<file path="src/rtl/clz_expand.sv">
// clz_expand: bit-serial inverse of a count-leading-zeros unit.
// Given a leading-zero count n, builds (MSB first, one bit per cycle) the
// smallest and the largest WIDTH-bit words having exactly n leading zeros.
//
// Handshake: a request is accepted when start=1 while busy=0 and the FSM is
// in IDLE; count is captured on that edge. busy stays high while bits are
// being shifted, done pulses for one cycle once min_out/max_out/err are
// valid, and the results hold until the next accepted request. start is
// ignored while busy or during the done cycle; nothing is queued.
module clz_expand #(
  parameter int WIDTH = 32
) (
  input  logic             clk,
  input  logic             rst_n,
  input  logic             start,
  input  logic [31:0]      count,
  output logic             busy,
  output logic             done,
  output logic [WIDTH-1:0] min_out,
  output logic [WIDTH-1:0] max_out,
  output logic             err
);

  localparam int KB = $clog2(WIDTH);      // bit index width
  localparam int NB = $clog2(WIDTH + 1);  // captured count width (0..WIDTH)
  localparam int SW = KB + 2;             // signed compare width

  typedef enum logic [1:0] {
    IDLE = 2'd0,
    RUN  = 2'd1,
    DONE = 2'd2
  } state_t;

  state_t state;
  state_t state_next;

  logic [KB-1:0] k;
  logic [NB-1:0] n;

  logic                 count_bad;
  logic signed [SW-1:0] k_s;
  logic signed [SW-1:0] thr;
  logic                 min_bit;
  logic                 max_bit;

  // Out-of-range counts skip the shift phase entirely.
  assign count_bad = (count > 32'(WIDTH));

  // Position of the single leading one; goes to -1 when n == WIDTH so that
  // neither register receives any one bit.
  assign k_s     = $signed({2'b00, k});
  assign thr     = $signed(SW'(WIDTH - 1)) - $signed(SW'(n));
  assign min_bit = (k_s == thr);
  assign max_bit = (k_s <= thr);

  // Next-state logic for the IDLE -> RUN -> DONE -> IDLE sequence.
  always_comb begin
    state_next = state;
    case (state)
      IDLE: begin
        if (start) begin
          state_next = count_bad ? DONE : RUN;
        end
      end
      RUN: begin
        if (k == '0) begin
          state_next = DONE;
        end
      end
      DONE:    state_next = IDLE;
      default: state_next = IDLE;
    endcase
  end

  // State, registered status flags and the two shift registers.
  always_ff @(posedge clk or negedge rst_n) begin
    if (!rst_n) begin
      state   <= IDLE;
      busy    <= 1'b0;
      done    <= 1'b0;
      err     <= 1'b0;
      min_out <= '0;
      max_out <= '0;
      k       <= '0;
      n       <= '0;
    end else begin
      state <= state_next;
      busy  <= (state_next == RUN);
      done  <= (state_next == DONE);
      case (state)
        IDLE: begin
          if (start) begin
            n       <= count[NB-1:0];
            k       <= KB'(WIDTH - 1);
            min_out <= '0;
            max_out <= '0;
            err     <= count_bad;
          end
        end
        RUN: begin
          min_out <= {min_out[WIDTH-2:0], min_bit};
          max_out <= {max_out[WIDTH-2:0], max_bit};
          k       <= k - KB'(1);
        end
        default: begin
        end
      endcase
    end
  end

endmodule

</file>
<file path="config.mk">
export PLATFORM = sky130hd
export DESIGN_NAME = clz_expand
export DESIGN_NICKNAME = d
export VERILOG_FILES = /design/src/rtl/clz_expand.sv
export SDC_FILE = /design/constraint.sdc
export NUM_CORES = 1
export LEC_CHECK = 0
export ABC_AREA = 1
export BUFFER_PORTS_ARGS = -buffer_cell sky130_fd_sc_hd__buf_2
export CORE_ASPECT_RATIO = 1.4
export CORE_MARGIN = 4
export CORE_UTILIZATION = 50
export CTS_CLUSTER_SIZE = 30
export DETAILED_ROUTE_END_ITERATION = 10
export GPL_ROUTABILITY_DRIVEN = 1
export GPL_TIMING_DRIVEN = 0
export PLACE_DENSITY_LB_ADDON = 0.05
export SYNTH_ARGS = -nofsm -noshare
export SYNTH_HDL_FRONTEND = slang
export SYNTH_SLANG_ARGS = --single-unit
export TNS_END_PERCENT = 20
</file>
<file path="constraint.sdc">
create_clock -name clk -period 1.6 [get_ports clk]
set_input_delay 0.48 -clock clk [delete_from_list [all_inputs] [get_ports clk]]
set_output_delay 0.48 -clock clk [all_outputs]
set_load 0.05 [all_outputs]
</file>
==> results of run 1 <==
-- logic make-up after synthesis --
family | count (synthesis)
simple gates | 80
flops | 80
fa+ha+maj | 6
compound gates | 72
mux | 1
buf+inv | 85
-- registers in the layout, summed over array words and instances (netlist names) --
register / count
busy: 1
max_out: 32
err: 1
n: 6
done: 1
min_out: 32
k: 5
state: 2
-- metrics by stage --
stage	worst slack, ns	instances	instance area [um^2]	TNS [ns]
2_1_floorplan	0.330	324	3240	0
3_3_place_gp	-0.499	497	3830	-39.60
3_5_place_dp	0.159	498	3860	0
4_1_cts	0.106	514	4070	0
5_1_grt	0.0529	514	4070	0
6_report	0.106	514	4070	0
-- routing by layer --
layer	vias up	global-route usage [%]	part of all wire [%]
met5	-	0	0
met4	0	8.22	2.1
met3	12	4.68	5.3
met2	66	28.8	49
met1	1200	22.9	44
li1	1285	-	-
-- placed cells by master (no fill, tap or decap) --
cell / instances
o21ai_0: 10
o22ai_1: 59
clkinvlp_4: 1
clkinv_4: 2
nor2_4: 2
clkbuf_1: 1
nand4_1: 2
a22oi_1: 1
nor2_2: 1
ha_1: 6
mux2i_1: 1
o21ai_1: 1
nor2_1: 23
dlygate4sd3_1: 1
buf_2: 107
or2_2: 1
inv_2: 2
nand3_1: 6
or2_1: 1
inv_4: 1
bufinv_16: 1
buf_4: 1
inv_1: 69
clkbuf_8: 10
nor3_1: 1
nand2_1: 43
dfrtp_1: 80
buf_6: 6
buf_16: 1
a21oi_1: 1
-- path summary, 6_finish.rpt --
kind / end / slack, ns / startpoint / depth (start not counted)
max in group asynchronous: max_out[14]$_DFFE_PN0P_ / 0.51 / rst_n / 3
hold / removal: n[5]$_DFFE_PN0P_ / 0.35 / count[5] / 3
setup reg to reg: state[1]$_DFF_PN0_ / 0.21 / k[0]$_DFFE_PN0P_ / 6
hold reg to reg: err$_DFFE_PN0P_ / 0.48 / err$_DFFE_PN0P_ / 2
min in group asynchronous: max_out[18]$_DFFE_PN0P_ / 0.51 / rst_n / 2
setup / recovery: max_out[0] / 0.11 / max_out[0]$_DFFE_PN0P_ / 1
-- where the power goes --
group,switching (mW),internal [mW]
Sequential,0.0139,2.05
Combinational,0.161,0.106
Clock,0.721,0.761
Total,0.896,2.91
-- final cells by class --
type                       instances  share of cell area (%)
clock inverter                     4                    1.35
tap                               72                    2.21
sequential                        80                    49.2
timing repair buffer             103                    13.4
clock buffer                      11                    3.48
inverter                          72                    6.71
multi-input combinational        159                    21.1
buffer                            13                    2.52
==> reports/results.txt, run 1 <==
Post-CTS Setup Bufs -> 0
RSZ-0062 raised after global routing -> false
Htree depth -> 3
P per Cell Area -> 937 nW/um^2
Final setup vio count -> 0
Layout area overhead -> 25.7%
Biggest area consumer among synthesized cells -> dfrtp_1
EDFF count, synth -> 0
Synthesized area per cell -> 9.99 um^2
Post-CTS resize count -> 0
Syn. warnings -> 0
Sinks on the clock net -> 80
Fmax -> 0.669 GHz
Port Buffers -> 101
Tot Pwr -> 3.81 mW
Count of buffer and inverter cells on the critical path -> 1
Pin count of the biggest net entering global routing -> 70
Crit start category -> flop
Hold_ws -> 0.350 ns
Lkg Pwr -> 2.13 nW
Core area -> 6250 um^2
Critical path class -> flop to output port
Avg WL per Cell -> 13.1 um
Fin. Hold Viols -> 0
Clk root buf -> clkbuf_8
# IOs -> 102
Setup crit end kind -> output port
Final RePlAce weighted congestion -> 0.752
Gr usage total -> 17.9%
Synth Instances -> 324
Layout cells sized above 1 -> 30.8%
Final WL -> 6.75 mm
Clock skew after layout -> 0.0125 ns
Reg area -> 2000 um^2
First-pass GRT wire length -> 11.2 mm
Top-count cell post-synth -> dfrtp_1
Top-area cell type share of the netlist area -> 61.9%
VDD IR max -> 0.000606 V
Area of the multi-input gates -> 858 um^2
Post-route DRC violation count -> 0
Remaining antenna violation count -> 0
Compound-Gate Fraction of Synth Area -> 13.5%
Nets -> 479
Synth cell types -> 22
Synth top cells by count -> 80 x dfrtp_1, 69 x inv_1, 59 x o22ai_1
CTS Buf Count -> 9
Minimum clock period -> 1.49 ns
Die Span Y -> 103 um
DRT Pass-1 Iters -> 4
Largest family of logic cells by synthesized area -> compound AO/OA/AOI/OAI gates
# fillers -> 544
Final critical-path share of the clock period -> 93.4%
Slowest cell on the critical path -> dfrtp_1
Tightest Hold Check Type -> primary input to flop
Deepest clock path buffer count -> 2
Status -> complete, no violations
Vias -> 2563
N_diodes -> 0
Drt via density -> 4.99
CP delay by family, top -> flip-flops
Worst-path fanout max -> 3
Vias in the first global route -> 2464
CTS tree -> done
Cell Chain, Critical Path -> buf_2
CP peak stage delay -> 0.39 ns
Hold buffers post-CTS -> 1
Die Wd -> 76.0 um
Share of flip-flops with an asynchronous set or reset -> 100%
XOR/XNOR Fraction of Synth Area -> 0%
Post-Synth Adder-Cell Area -> 2.32%
Sequential share of the synthesized area -> 61.9%
Initial antenna violation count -> 0
GRT overflow -> 0
Most used DFF post-synth -> dfrtp_1
Post-synthesis simple-gate area fraction -> 10.4%
Initial Util -> 51.7%
Post-Route Utilization -> 65.0%
Fin. max-slew vios -> 0
Top post-synthesis cells by area -> dfrtp_1 62%, o22ai_1 11%, inv_1 8.0%
Post-synthesis mux area share -> 0.309%
DPL Wire Length -> 4.90 mm
#FFs+latches synth -> 80
Initial DRC count -> 153
Tightest Pin Transition -> 0.338 ns
Post-Syn Area -> 3240 um^2
Die footprint -> 7840 um^2
Net Count, Synth -> 365
Num rows -> 34
Worst-path clk slew -> 0.07 ns
Worst EP arrival -> 1.01 ns
Required time worst endpoint -> 1.12 ns
Clk Latency, worst-skew pair -> 0.35 ns
Max Cap Viol -> 0
Headroom to the max-slew limit -> 77.5%
No activity file was read; power rests on OpenSTA's default activity.
==> run 2: changes to the inputs <==
Settings changed: CORE_ASPECT_RATIO 1.4 to 1.75.
==> run 2 against run 1 <==
Clock skew decreased by 0.0059 ns; register-to-register slack got worse by 0.05 ns; non-clock buffer count decreased by 1; wire length increased by 3.8%; critical path depth unchanged; largest power group unchanged.
==> reports/results.txt, run 2 (synthesized netlist as in run 1, its figures left out) <==
Worst-path clk slew -> 0.08 ns (was 0.07 ns)
Worst r2r src -> k[0]$_DFFE_PN0P_ (unchanged)
Worst-path fanout max -> 3 (unchanged)
Layout cells sized above 1 -> 30.8% (about the same)
Reg area -> 2000 um^2 (unchanged)
# IOs -> 102 (unchanged)
Initial DRC count -> 144 (was 153)
Commonest non-fill, non-tap cell in the layout -> buf_2 (unchanged)
Post-route DRC violation count -> 0 (unchanged)
Layout area overhead -> 26.5% (was 25.7%)
P per Cell Area -> 968 nW/um^2 (was 937 nW/um^2)
Pre-CTS setup slack -> 0.170 ns (was 0.159 ns)
Clk Latency, worst-skew pair -> 0.35 ns (about the same)
Placement-stage cell area -> 3870 um^2 (was 3860 um^2)
Regs by FF count -> max_out x32, min_out x32, n x6 (unchanged)
Worst r2r path cells -> 6 (unchanged)
Initial Util -> 51.9% (was 51.7%)
Fin. Hold Viols -> 0 (unchanged)
Post-Route Utilization -> 65.7% (was 65.0%)
Sinks on the clock net -> 80 (unchanged)
Die Wd -> 68.8 um (was 76.0 um)
DPL Wire Length -> 5.27 mm (was 4.90 mm)
Final WS setup -> 0.107 ns (was 0.106 ns)
Final RePlAce weighted congestion -> 0.808 (was 0.752)
Fmax -> 0.670 GHz (was 0.669 GHz)
Max Cap Viol -> 0 (unchanged)
Tightest Hold Check Type -> primary input to async pin (was primary input to flop)
Post-CTS resize count -> 0 (unchanged)
DRT Pass-1 Iters -> 4 (unchanged)
Commonest non-fill, non-tap cells in the layout -> 107 x buf_2, 80 x dfrtp_1, 69 x inv_1, 59 x o22ai_1, 43 x nand2_1 (unchanged)
Post-CTS Setup Bufs -> 0 (unchanged)
Crit start category -> flop (unchanged)
Fin. max-slew vios -> 0 (unchanged)
CP peak stage delay -> 0.38 ns (was 0.39 ns)
Worst reg2reg path endpoint -> done$_DFF_PN0_ (was state[1]$_DFF_PN0_)
Clock skew after layout -> 0.00659 ns (was 0.0125 ns)
First-pass GRT wire length -> 11.3 mm (was 11.2 mm)
Core area -> 6230 um^2 (was 6250 um^2)
Remaining antenna violation count -> 0 (unchanged)
Hold buffers post-CTS -> 0 (was 1)
CTS tree -> done (unchanged)
N_diodes -> 0 (unchanged)
Required time worst endpoint -> 1.12 ns (about the same)
Lkg Pwr -> 2.14 nW (was 2.13 nW)
CP delay by family, top -> flip-flops (unchanged)
CTS Buf Count -> 9 (unchanged)
Nets -> 478 (was 479)
Pin count of the biggest net entering global routing -> 53 (was 70)
RSZ-0062 raised after global routing -> false (unchanged)
Final critical-path share of the clock period -> 93.3% (was 93.4%)
Clk root buf -> clkbuf_8 (unchanged)
Cell Chain, Critical Path -> buf_2 (unchanged)
Vias in the first global route -> 2560 (was 2464)
Gr usage total -> 19.5% (was 17.9%)
Final WL -> 7.01 mm (was 6.75 mm)
Worst EP arrival -> 1.01 ns (about the same)
Status -> complete, no violations (unchanged)
Drt via density -> 4.89 (was 4.99)
Die Span Y -> 114 um (was 103 um)
Minimum clock period -> 1.49 ns (about the same)
Critical Path Start -> max_out[0]$_DFFE_PN0P_ (unchanged)
Vias -> 2550 (was 2563)
Tightest Pin Transition -> 0.407 ns (was 0.338 ns)
GRT overflow -> 0 (unchanged)
Post-route cell area -> 4090 um^2 (was 4070 um^2)
Htree depth -> 3 (unchanged)
Final setup vio count -> 0 (unchanged)
VDD IR max -> 0.000684 V (was 0.000606 V)
Num rows -> 38 (was 34)
Headroom to the max-slew limit -> 72.9% (was 77.5%)
# fillers -> 534 (was 544)
Avg WL per Cell -> 13.5 um (was 13.1 um)
Area of the multi-input gates -> 858 um^2 (unchanged)
Slowest cell on the critical path -> dfrtp_1 (unchanged)
Critical path class -> flop to output port (unchanged)
Setup crit end kind -> output port (unchanged)
Initial antenna violation count -> 0 (unchanged)
R2r setup slk -> 0.16 ns (was 0.21 ns)
Die footprint -> 7870 um^2 (was 7840 um^2)
Deepest clock path buffer count -> 2 (unchanged)
Port Buffers -> 101 (unchanged)
Count of buffer and inverter cells on the critical path -> 1 (unchanged)
[run 2: cell count changes in the layout (fill, tap and decap cells not counted)]
cell | previous run | this run
clkinv_4 | 2 | 0
dlygate4sd3_1 | 1 | 0
clkbuf_8 | 10 | 11
clkinvlp_4 | 1 | 0
clkinv_2 | 0 | 1
bufinv_16 | 1 | 2
[run 2: stage by stage]
stage / power [mW] / setup TNS (ns) / hold slack (ns) / cells
2_1_floorplan: 2.25 / 0 / 0.184 / 324
3_3_place_gp: 2.35 / -37.55 / 0.459 / 505
3_5_place_dp: 2.37 / 0 / 0.438 / 506
4_1_cts: 4.02 / 0 / 0.0425 / 521
5_1_grt: 4.13 / 0 / 0.0578 / 521
6_report: 3.96 / 0 / 0.0518 / 521
[run 2: cell type report]
class	instances	share of cell area [%]
Sequential cell	80	48.9
Multi-Input combinational cell	159	21.0
Timing Repair Buffer	102	13.1
Inverter	72	6.67
Clock buffer	12	3.79
Buffer	13	2.51
Tap cell	80	2.45
Clock inverter	3	1.59
[run 2: how the worst max path moves through the flow]
stage / endpoint / cells after the start
after floorplan: done$_DFF_PN0_ / 6
after global placement: min_out[9]$_DFFE_PN0P_ / 1
after detailed placement: done$_DFF_PN0_ / 6
after CTS: max_out[0] / 1
after global routing: done$_DFF_PN0_ / 6
final: max_out[0] / 1
[run 2: worst reg2reg max path, cell delays in order (launching register included)]
cell     delay [ns]
dfrtp_1        0.39
inv_1          0.11
ha_1           0.19
nand2_1        0.09
or2_2          0.29
or2_1          0.23
nand2_1        0.08
[run 2: where the power goes]
group / internal, mW / switching, mW
Clock: 0.953 / 0.679
Combinational: 0.104 / 0.162
Sequential: 2.05 / 0.0144
Total: 3.10 / 0.855
[run 2: routing by layer]
layer / wire (um) / global-route usage, % / vias to the layer above / part of all wire [%]
met5: 0 / 0 / - / 0
met4: 191 / 9.77 / 0 / 2.7
met3: 422 / 4.62 / 13 / 6.0
met2: 3720 / 32.4 / 72 / 53
met1: 2680 / 22.8 / 1179 / 38
li1: - / - / 1286 / -
